<file path="config.mk">
export PLATFORM = sky130hd
export DESIGN_NAME = shift_add_mult_ctrl_flat
export DESIGN_NICKNAME = d
export VERILOG_FILES = /design/src/rtl/shift_add_mult_ctrl_if.sv /design/src/rtl/shift_add_mult_ctrl.sv /design/src/flat_wrapper.sv
export SDC_FILE = /design/constraint.sdc
export NUM_CORES = 1
export LEC_CHECK = 0
export BUFFER_PORTS_ARGS = -buffer_cell sky130_fd_sc_hd__buf_4
export CORE_ASPECT_RATIO = 1.25
export CORE_MARGIN = 2
export CORE_UTILIZATION = 46
export DETAILED_ROUTE_END_ITERATION = 6
export PLACE_DENSITY = 0.85
export SLEW_MARGIN = 20
export SYNTH_ARGS = -nofsm -noshare
export SYNTH_HDL_FRONTEND = slang
export SYNTH_SLANG_ARGS = --single-unit
</file>
<file path="constraint.sdc">
create_clock -name clk -period 7.05 [get_ports clk]
set_input_delay 0.3525 -clock clk [delete_from_list [all_inputs] [get_ports clk]]
set_output_delay 0.3525 -clock clk [all_outputs]
set_load 0.01 [all_outputs]
</file>
<file path="src/rtl/shift_add_mult_ctrl_if.sv">
`timescale 1ns/1ps
`default_nettype none
// ============================================================================
// Module      : shift_add_mult_ctrl_if
// Description : Bundles the start/ready/done handshake, the operand and
//               product buses, and the external-adder connection of the
//               shift-and-add multiplier controller.
//               slave  : the controller side.
//               master : the requester side, which also owns the CLA.
//   start        requester -> ctrl  request, sampled only while ready=1
//   multiplicand requester -> ctrl  operand X
//   multiplier   requester -> ctrl  operand Y
//   ready        ctrl -> requester  controller idle
//   done         ctrl -> requester  one-cycle completion pulse
//   product      ctrl -> requester  registered 2*WIDTH result
//   add_a/add_b  ctrl -> CLA        adder operands
//   add_sum      CLA  -> ctrl       combinational add_a + add_b
// Revision    : 1.0  initial release
// ============================================================================
interface shift_add_mult_ctrl_if #(
    parameter int WIDTH = 32
);
    logic                 start;
    logic [WIDTH-1:0]     multiplicand;
    logic [WIDTH-1:0]     multiplier;
    logic                 ready;
    logic                 done;
    logic [2*WIDTH-1:0]   product;
    logic [2*WIDTH-1:0]   add_a;
    logic [2*WIDTH-1:0]   add_b;
    logic [2*WIDTH-1:0]   add_sum;

    modport slave (
        input  start,
        input  multiplicand,
        input  multiplier,
        input  add_sum,
        output ready,
        output done,
        output product,
        output add_a,
        output add_b
    );

    modport master (
        output start,
        output multiplicand,
        output multiplier,
        output add_sum,
        input  ready,
        input  done,
        input  product,
        input  add_a,
        input  add_b
    );
endinterface
`default_nettype wire

</file>
<file path="src/rtl/shift_add_mult_ctrl.sv">
`timescale 1ns/1ps
`default_nettype none
// ============================================================================
// Module      : shift_add_mult_ctrl
// Description : Sequential unsigned WIDTH x WIDTH -> 2*WIDTH shift-and-add
//               multiplier controller. The only adder is an external
//               combinational 2*WIDTH-bit CLA: each RUN cycle this block
//               presents the accumulator on add_a and either the shifted
//               multiplicand or zero on add_b, and captures add_sum.
// Ports       : clk  rising-edge clock
//               rst  asynchronous active-high reset
//               bus  shift_add_mult_ctrl_if.slave (handshake, operands,
//                    product, adder A/B/SUM)
// Timing      : accept edge E0 -> WIDTH RUN cycles -> done high in the
//               cycle after edge E0+WIDTH -> ready again one cycle later.
// Revision    : 1.0  initial release
// ============================================================================
module shift_add_mult_ctrl #(
    parameter int WIDTH = 32
) (
    input  wire logic                 clk,
    input  wire logic                 rst,
    shift_add_mult_ctrl_if.slave      bus
);

    localparam int c_prod_w = 2 * WIDTH;
    localparam int c_cnt_w  = (WIDTH > 1) ? $clog2(WIDTH) : 1;
    localparam logic [c_cnt_w-1:0] c_last_cnt = c_cnt_w'(WIDTH - 1);

    typedef enum logic [1:0] {
        ST_IDLE = 2'd0,
        ST_RUN  = 2'd1,
        ST_DONE = 2'd2
    } state_t;

    state_t               r_state;
    state_t               w_next_state;

    logic [c_prod_w-1:0]  r_acc;
    logic [c_prod_w-1:0]  r_mcand;
    logic [WIDTH-1:0]     r_mplier;
    logic [c_cnt_w-1:0]   r_count;
    logic [c_prod_w-1:0]  r_product;

    logic                 w_in_run;
    logic                 w_last;
    logic                 w_accept;

    assign w_in_run = (r_state == ST_RUN);
    assign w_last   = (r_count == c_last_cnt);
    assign w_accept = (r_state == ST_IDLE) && bus.start;

    // ------------------------------------------------------------------
    // State register
    // ------------------------------------------------------------------
    always_ff @(posedge clk or posedge rst) begin
        if (rst) begin
            r_state <= ST_IDLE;
        end else begin
            r_state <= w_next_state;
        end
    end

    // ------------------------------------------------------------------
    // Next-state logic
    // ------------------------------------------------------------------
    always_comb begin
        w_next_state = r_state;
        case (r_state)
            ST_IDLE: begin
                if (bus.start) begin
                    w_next_state = ST_RUN;
                end
            end
            ST_RUN: begin
                if (w_last) begin
                    w_next_state = ST_DONE;
                end
            end
            ST_DONE: begin
                w_next_state = ST_IDLE;
            end
            default: begin
                w_next_state = ST_IDLE;
            end
        endcase
    end

    // ------------------------------------------------------------------
    // Datapath registers
    // ------------------------------------------------------------------
    always_ff @(posedge clk or posedge rst) begin
        if (rst) begin
            r_acc     <= '0;
            r_mcand   <= '0;
            r_mplier  <= '0;
            r_count   <= '0;
            r_product <= '0;
        end else if (w_accept) begin
            // Operands are sampled only here; later changes on the bus,
            // and starts seen while busy, never reach the datapath.
            r_mcand  <= {{WIDTH{1'b0}}, bus.multiplicand};
            r_mplier <= bus.multiplier;
            r_acc    <= '0;
            r_count  <= '0;
        end else if (w_in_run) begin
            r_acc    <= bus.add_sum;
            r_mcand  <= r_mcand << 1;
            r_mplier <= r_mplier >> 1;
            // Wrap to zero explicitly so the counter stays within
            // 0..WIDTH-1 even when WIDTH is not a power of two.
            r_count  <= w_last ? '0 : r_count + 1'b1;
            if (w_last) begin
                // The final partial sum is taken straight from the adder so
                // the product is valid in the first DONE cycle.
                r_product <= bus.add_sum;
            end
        end
    end

    // ------------------------------------------------------------------
    // Outputs. The adder inputs are forced to zero outside RUN so the CLA
    // sees no activity while idle.
    // ------------------------------------------------------------------
    assign bus.ready   = (r_state == ST_IDLE);
    assign bus.done    = (r_state == ST_DONE);
    assign bus.product = r_product;
    assign bus.add_a   = w_in_run ? r_acc : '0;
    assign bus.add_b   = (w_in_run && r_mplier[0]) ? r_mcand : '0;

endmodule
`default_nettype wire

</file>
<file path="src/flat_wrapper.sv">
// flat-port wrapper written by rule: the top's interface ports become plain ports
module shift_add_mult_ctrl_flat 
#(
    parameter int WIDTH = 32
)
  (clk, rst, bus_start, bus_multiplicand, bus_multiplier, bus_add_sum, bus_ready, bus_done, bus_product, bus_add_a, bus_add_b);
  shift_add_mult_ctrl_if #(.WIDTH(WIDTH)) bus_i ();
  input  wire logic clk;
  input  wire logic rst;
  input wire logic [$bits(bus_i.start)-1:0] bus_start;
  input wire logic [$bits(bus_i.multiplicand)-1:0] bus_multiplicand;
  input wire logic [$bits(bus_i.multiplier)-1:0] bus_multiplier;
  input wire logic [$bits(bus_i.add_sum)-1:0] bus_add_sum;
  output wire logic [$bits(bus_i.ready)-1:0] bus_ready;
  output wire logic [$bits(bus_i.done)-1:0] bus_done;
  output wire logic [$bits(bus_i.product)-1:0] bus_product;
  output wire logic [$bits(bus_i.add_a)-1:0] bus_add_a;
  output wire logic [$bits(bus_i.add_b)-1:0] bus_add_b;
  assign bus_i.start = bus_start;
  assign bus_i.multiplicand = bus_multiplicand;
  assign bus_i.multiplier = bus_multiplier;
  assign bus_i.add_sum = bus_add_sum;
  assign bus_ready = bus_i.ready;
  assign bus_done = bus_i.done;
  assign bus_product = bus_i.product;
  assign bus_add_a = bus_i.add_a;
  assign bus_add_b = bus_i.add_b;
  shift_add_mult_ctrl #(.WIDTH(WIDTH)) u_core (.clk(clk), .rst(rst), .bus(bus_i));
endmodule
</file>
==> metrics.txt <==
post-synthesis net count 1146; maximum resistive drop on vdd 283 µV; number of DRC markers in iteration 0 535; port bufs 324; combined global-route utilization of all metal layers 22.4%; Clk pwr share 22.5%; final design utilization 62.3%; Worst path slowest cell sky130_fd_sc_hd__buf_12; relative max-transition margin 24.5%; initial core utilization 47.1%; final standard cell count with taps included and fillers excluded 1580; family with the most delay on the worst path buffers and inverters; number of buffers inserted during clock tree synthesis 23; last weighted congestion value of the routability-driven placer 0.778; combinational group share of total power 37.5%; Setup Viol. Count Final 0; startpoint kind of the worst setup timing path flip-flop; footprint of the multi-input gates 4080 µm²; Clk Tree Root Cell sky130_fd_sc_hd__clkbuf_16; clock insertion delay at the later pin of the skew report 0.51 ns; H-tree lvl count 1; class of the tightest hold or removal check in2reg; post-cts resize count 0; cell count after synthesis 1013; proportion of synthesized chip area in sequential cells 56.6%; smallest hold slack 0.0441 ns; highest fanout seen on the critical path 288; average cell area after synthesis 10.1 µm²; Yosys Warn Count 0; Vias per Instance 5.25; P per Cell Area 411 nW/µm²; DRC viols 0; grt ovf 0; clock transition at the register clock pins on the worst setup and hold paths after CTS 0.06 ns; sequence of cells on the critical path nor2b_4 > buf_12 > and3_1 > buf_4; flip-flop and latch count after synthesis 231; switching portion of total power 33.8%; transition time at the pin with the least slew margin 1.13 ns; fraction of final layout cells sized beyond drive strength 1 33.6%; clock skew after layout 0.0143 ns; Die X 137 µm; count of boundary I/O pins 325; post-route cell area 13500 µm²; Layout fillers 1751; Post-CTS Setup Bufs 0; pin count of the biggest net entering global routing 289; RSZ-0062 raised after global routing no; total negative slack 0 ns; post-synthesis cell area 10200 µm²; highest achievable clock rate 331 MHz; Cell Count Post-Placement 1542; via count of the first global-routing pass 8251; result of the run complete, no violations; endpoint kind of the worst setup timing path primary output; Max-cap violations 0; category of the critical setup timing path reg2out; wire length of the first global-routing pass 42.3 mm; clock tree buffer depth 3; count of buffering cells on the critical path with inverters included 2; Critical Path Max Stage Delay 0.70 ns; FF/Latch Area 5780 µm²; via total after detailed routing 8292; CORE AREA 21700 µm²; number of hold-slack violations in the final timing report 0; post-layout min period 3.02 ns; clock tree sinks 231; Pre-antenna DRT Iters 5; TritonCTS clock tree built; Netlist cell types 24; post-layout net count 1422; required time of the critical path 6.70 ns; final number of max-transition violations 0; Internal 3.68 mW; post-DP HPWL 17.4 mm; wire length reported by the detailed router 27.1 mm; Final period util 42.9%; Die Area 23400 µm²; height of the die 171 µm; Post-DP Area 12700 µm²; worst endpoint data arrival time 2.67 ns; Wirelength per Cell 17.1 µm; Layout area overhead 32.2%; sequential cell fraction of total power 40.0%; NetSw 1.88 mW; antenna violations before repair 0; post-route ant nets 0; Static Leak 7.02 nW; diodes inserted 0; number of rows in the core area 60
==> area by class of cell <==
type | count | share of cell area, %
Clock buffer | 32 | 4.88
Clock inverter | 5 | 0.769
Inverter | 3 | 0.139
Multi-Input combinational cell | 697 | 30.2
Sequential cell | 231 | 42.8
Tap cell | 279 | 2.58
Timing Repair Buffer | 333 | 18.6
==> state kept, by name, indices dropped and copies added, names as in the netlist <==
register and count:
u_core.r_mplier 32, u_core.r_mcand 64, u_core.bus.product 64, u_core.r_state 2
u_core.r_count 5, u_core.r_acc 64
==> repair_timing <==
action | CTS | global route
hold endpoints to repair | 11 | 0
hold buffers | 1 | 0
setup endpoints to repair | 0 | 0
==> placed cells by master, fill, tap and decap left out <==
| cell | count |
|---|---|
| sky130_fd_sc_hd__nand2_1 | 323 |
| sky130_fd_sc_hd__buf_12 | 1 |
| sky130_fd_sc_hd__nor3b_2 | 1 |
| sky130_fd_sc_hd__nand2_8 | 1 |
| sky130_fd_sc_hd__and2_1 | 64 |
| sky130_fd_sc_hd__o21ai_0 | 99 |
| sky130_fd_sc_hd__inv_6 | 1 |
| sky130_fd_sc_hd__nor2b_1 | 1 |
| sky130_fd_sc_hd__nand3_1 | 1 |
| sky130_fd_sc_hd__and3_1 | 65 |
| sky130_fd_sc_hd__nor2b_4 | 1 |
| sky130_fd_sc_hd__buf_4 | 331 |
| sky130_fd_sc_hd__a32o_1 | 1 |
| sky130_fd_sc_hd__bufinv_16 | 3 |
| sky130_fd_sc_hd__a22o_1 | 2 |
| sky130_fd_sc_hd__inv_8 | 1 |
| sky130_fd_sc_hd__o21bai_4 | 1 |
| sky130_fd_sc_hd__clkbuf_1 | 4 |
| sky130_fd_sc_hd__dlygate4sd3_1 | 1 |
| sky130_fd_sc_hd__mux2_4 | 49 |
| sky130_fd_sc_hd__o21bai_1 | 1 |
| sky130_fd_sc_hd__dfrtp_1 | 231 |
| sky130_fd_sc_hd__mux2_2 | 17 |
| sky130_fd_sc_hd__clkbuf_8 | 5 |
| sky130_fd_sc_hd__o31ai_1 | 1 |
| sky130_fd_sc_hd__clkinv_2 | 1 |
| sky130_fd_sc_hd__nor2_1 | 4 |
| sky130_fd_sc_hd__ha_1 | 2 |
| sky130_fd_sc_hd__a22oi_1 | 62 |
| sky130_fd_sc_hd__clkbuf_16 | 23 |
| sky130_fd_sc_hd__nand2b_4 | 1 |
| sky130_fd_sc_hd__inv_1 | 2 |
==> stage by stage <==
step / setup WS [ns] / total power [mW]
6_report: 4.03 / 5.56
5_1_grt: 3.97 / 5.90
3_3_place_gp: 3.97 / 4.24
4_1_cts: 3.89 / 5.61
2_1_floorplan: 0.365 / 3.31
3_5_place_dp: 3.91 / 4.32
==> logic make-up (layout without fill, tap and decap cells) <==
kind of cell / Yosys count / in the layout / share of synthesized area (%)
muxes: 66 / 66 / 9.08
buffers and inverters: 85 / 373 / 3.92
and+or+nand+nor: 462 / 462 / 20.3
AOI/OAI and AO/OA: 167 / 167 / 9.90
adders and majority gates: 2 / 2 / 0.245
DFF: 231 / 231 / 56.6
==> power by group through the flow <==
stage	combinational (mW)	clock, mW	sequential (mW)
after detailed placement	2.10	0	2.23
after floorplan	1.14	0	2.18
after CTS	2.11	1.28	2.22
after global routing	2.27	1.34	2.29
after global placement	2.04	0	2.20
final	2.08	1.25	2.22
==> worst reg2reg max path, stage by stage (launching register included) <==
cell,delay (ns)
sky130_fd_sc_hd__dfrtp_1,0.53
sky130_fd_sc_hd__nor2b_4,0.24
sky130_fd_sc_hd__buf_12,0.70
sky130_fd_sc_hd__nand2_8,0.63
sky130_fd_sc_hd__mux2_4,0.57
==> cells in the mapped netlist <==
cell	number	share of area [%]
sky130_fd_sc_hd__buf_1	2	0.074
sky130_fd_sc_hd__nand2b_1	1	0.061
sky130_fd_sc_hd__inv_1	3	0.11
sky130_fd_sc_hd__clkbuf_1	47	1.7
sky130_fd_sc_hd__o31ai_1	1	0.074
sky130_fd_sc_hd__ha_1	2	0.24
sky130_fd_sc_hd__and2_1	64	3.9
sky130_fd_sc_hd__a32o_1	1	0.098
sky130_fd_sc_hd__nand2_1	324	12
sky130_fd_sc_hd__o21ai_0	99	4.9
sky130_fd_sc_hd__nor3b_1	1	0.074
sky130_fd_sc_hd__and3_1	65	4.0
sky130_fd_sc_hd__a22oi_1	62	4.6
sky130_fd_sc_hd__mux2_4	49	7.2
sky130_fd_sc_hd__buf_4	1	0.074
sky130_fd_sc_hd__buf_2	26	1.3
sky130_fd_sc_hd__dfrtp_1	231	57
sky130_fd_sc_hd__nor2_1	4	0.15
sky130_fd_sc_hd__mux2_2	17	1.9
sky130_fd_sc_hd__a22o_1	2	0.17
sky130_fd_sc_hd__nand3_1	1	0.049
sky130_fd_sc_hd__nor2b_1	2	0.12
sky130_fd_sc_hd__buf_6	6	0.66
sky130_fd_sc_hd__o21bai_1	2	0.15
==> worst paths after layout <==
check	from	end	slack, ns	cells after the start
max in group asynchronous	rst	u_core.r_mplier[4]$_DFFE_PP0P_	5.07	4
worst min-delay path	bus_multiplicand[0]	u_core.r_mcand[0]$_DFFE_PP0P_	0.04	3
worst max register to register	u_core.r_state[0]$_DFFE_PP0P_	u_core.bus.product[35]$_DFFE_PP0P_	4.26	4
worst min register to register	u_core.r_mplier[26]$_DFFE_PP0P_	u_core.r_mplier[26]$_DFFE_PP0P_	0.48	2
worst max-delay path	u_core.r_state[0]$_DFFE_PP0P_	bus_add_b[57]	4.03	4
min in group asynchronous	rst	u_core.bus.product[31]$_DFFE_PP0P_	0.55	3
==> per-layer routing <==
| metal | track usage, % | wire, µm | up-vias |
|---|---|---|---|
| met5 | 0 | 0 | - |
| met4 | 6.05 | 582 | 0 |
| met3 | 6.40 | 2270 | 44 |
| met2 | 38.8 | 13700 | 296 |
| met1 | 27.1 | 10600 | 4049 |
| li1 | - | - | 3903 |
No activity file was read; power rests on OpenSTA's default activity.
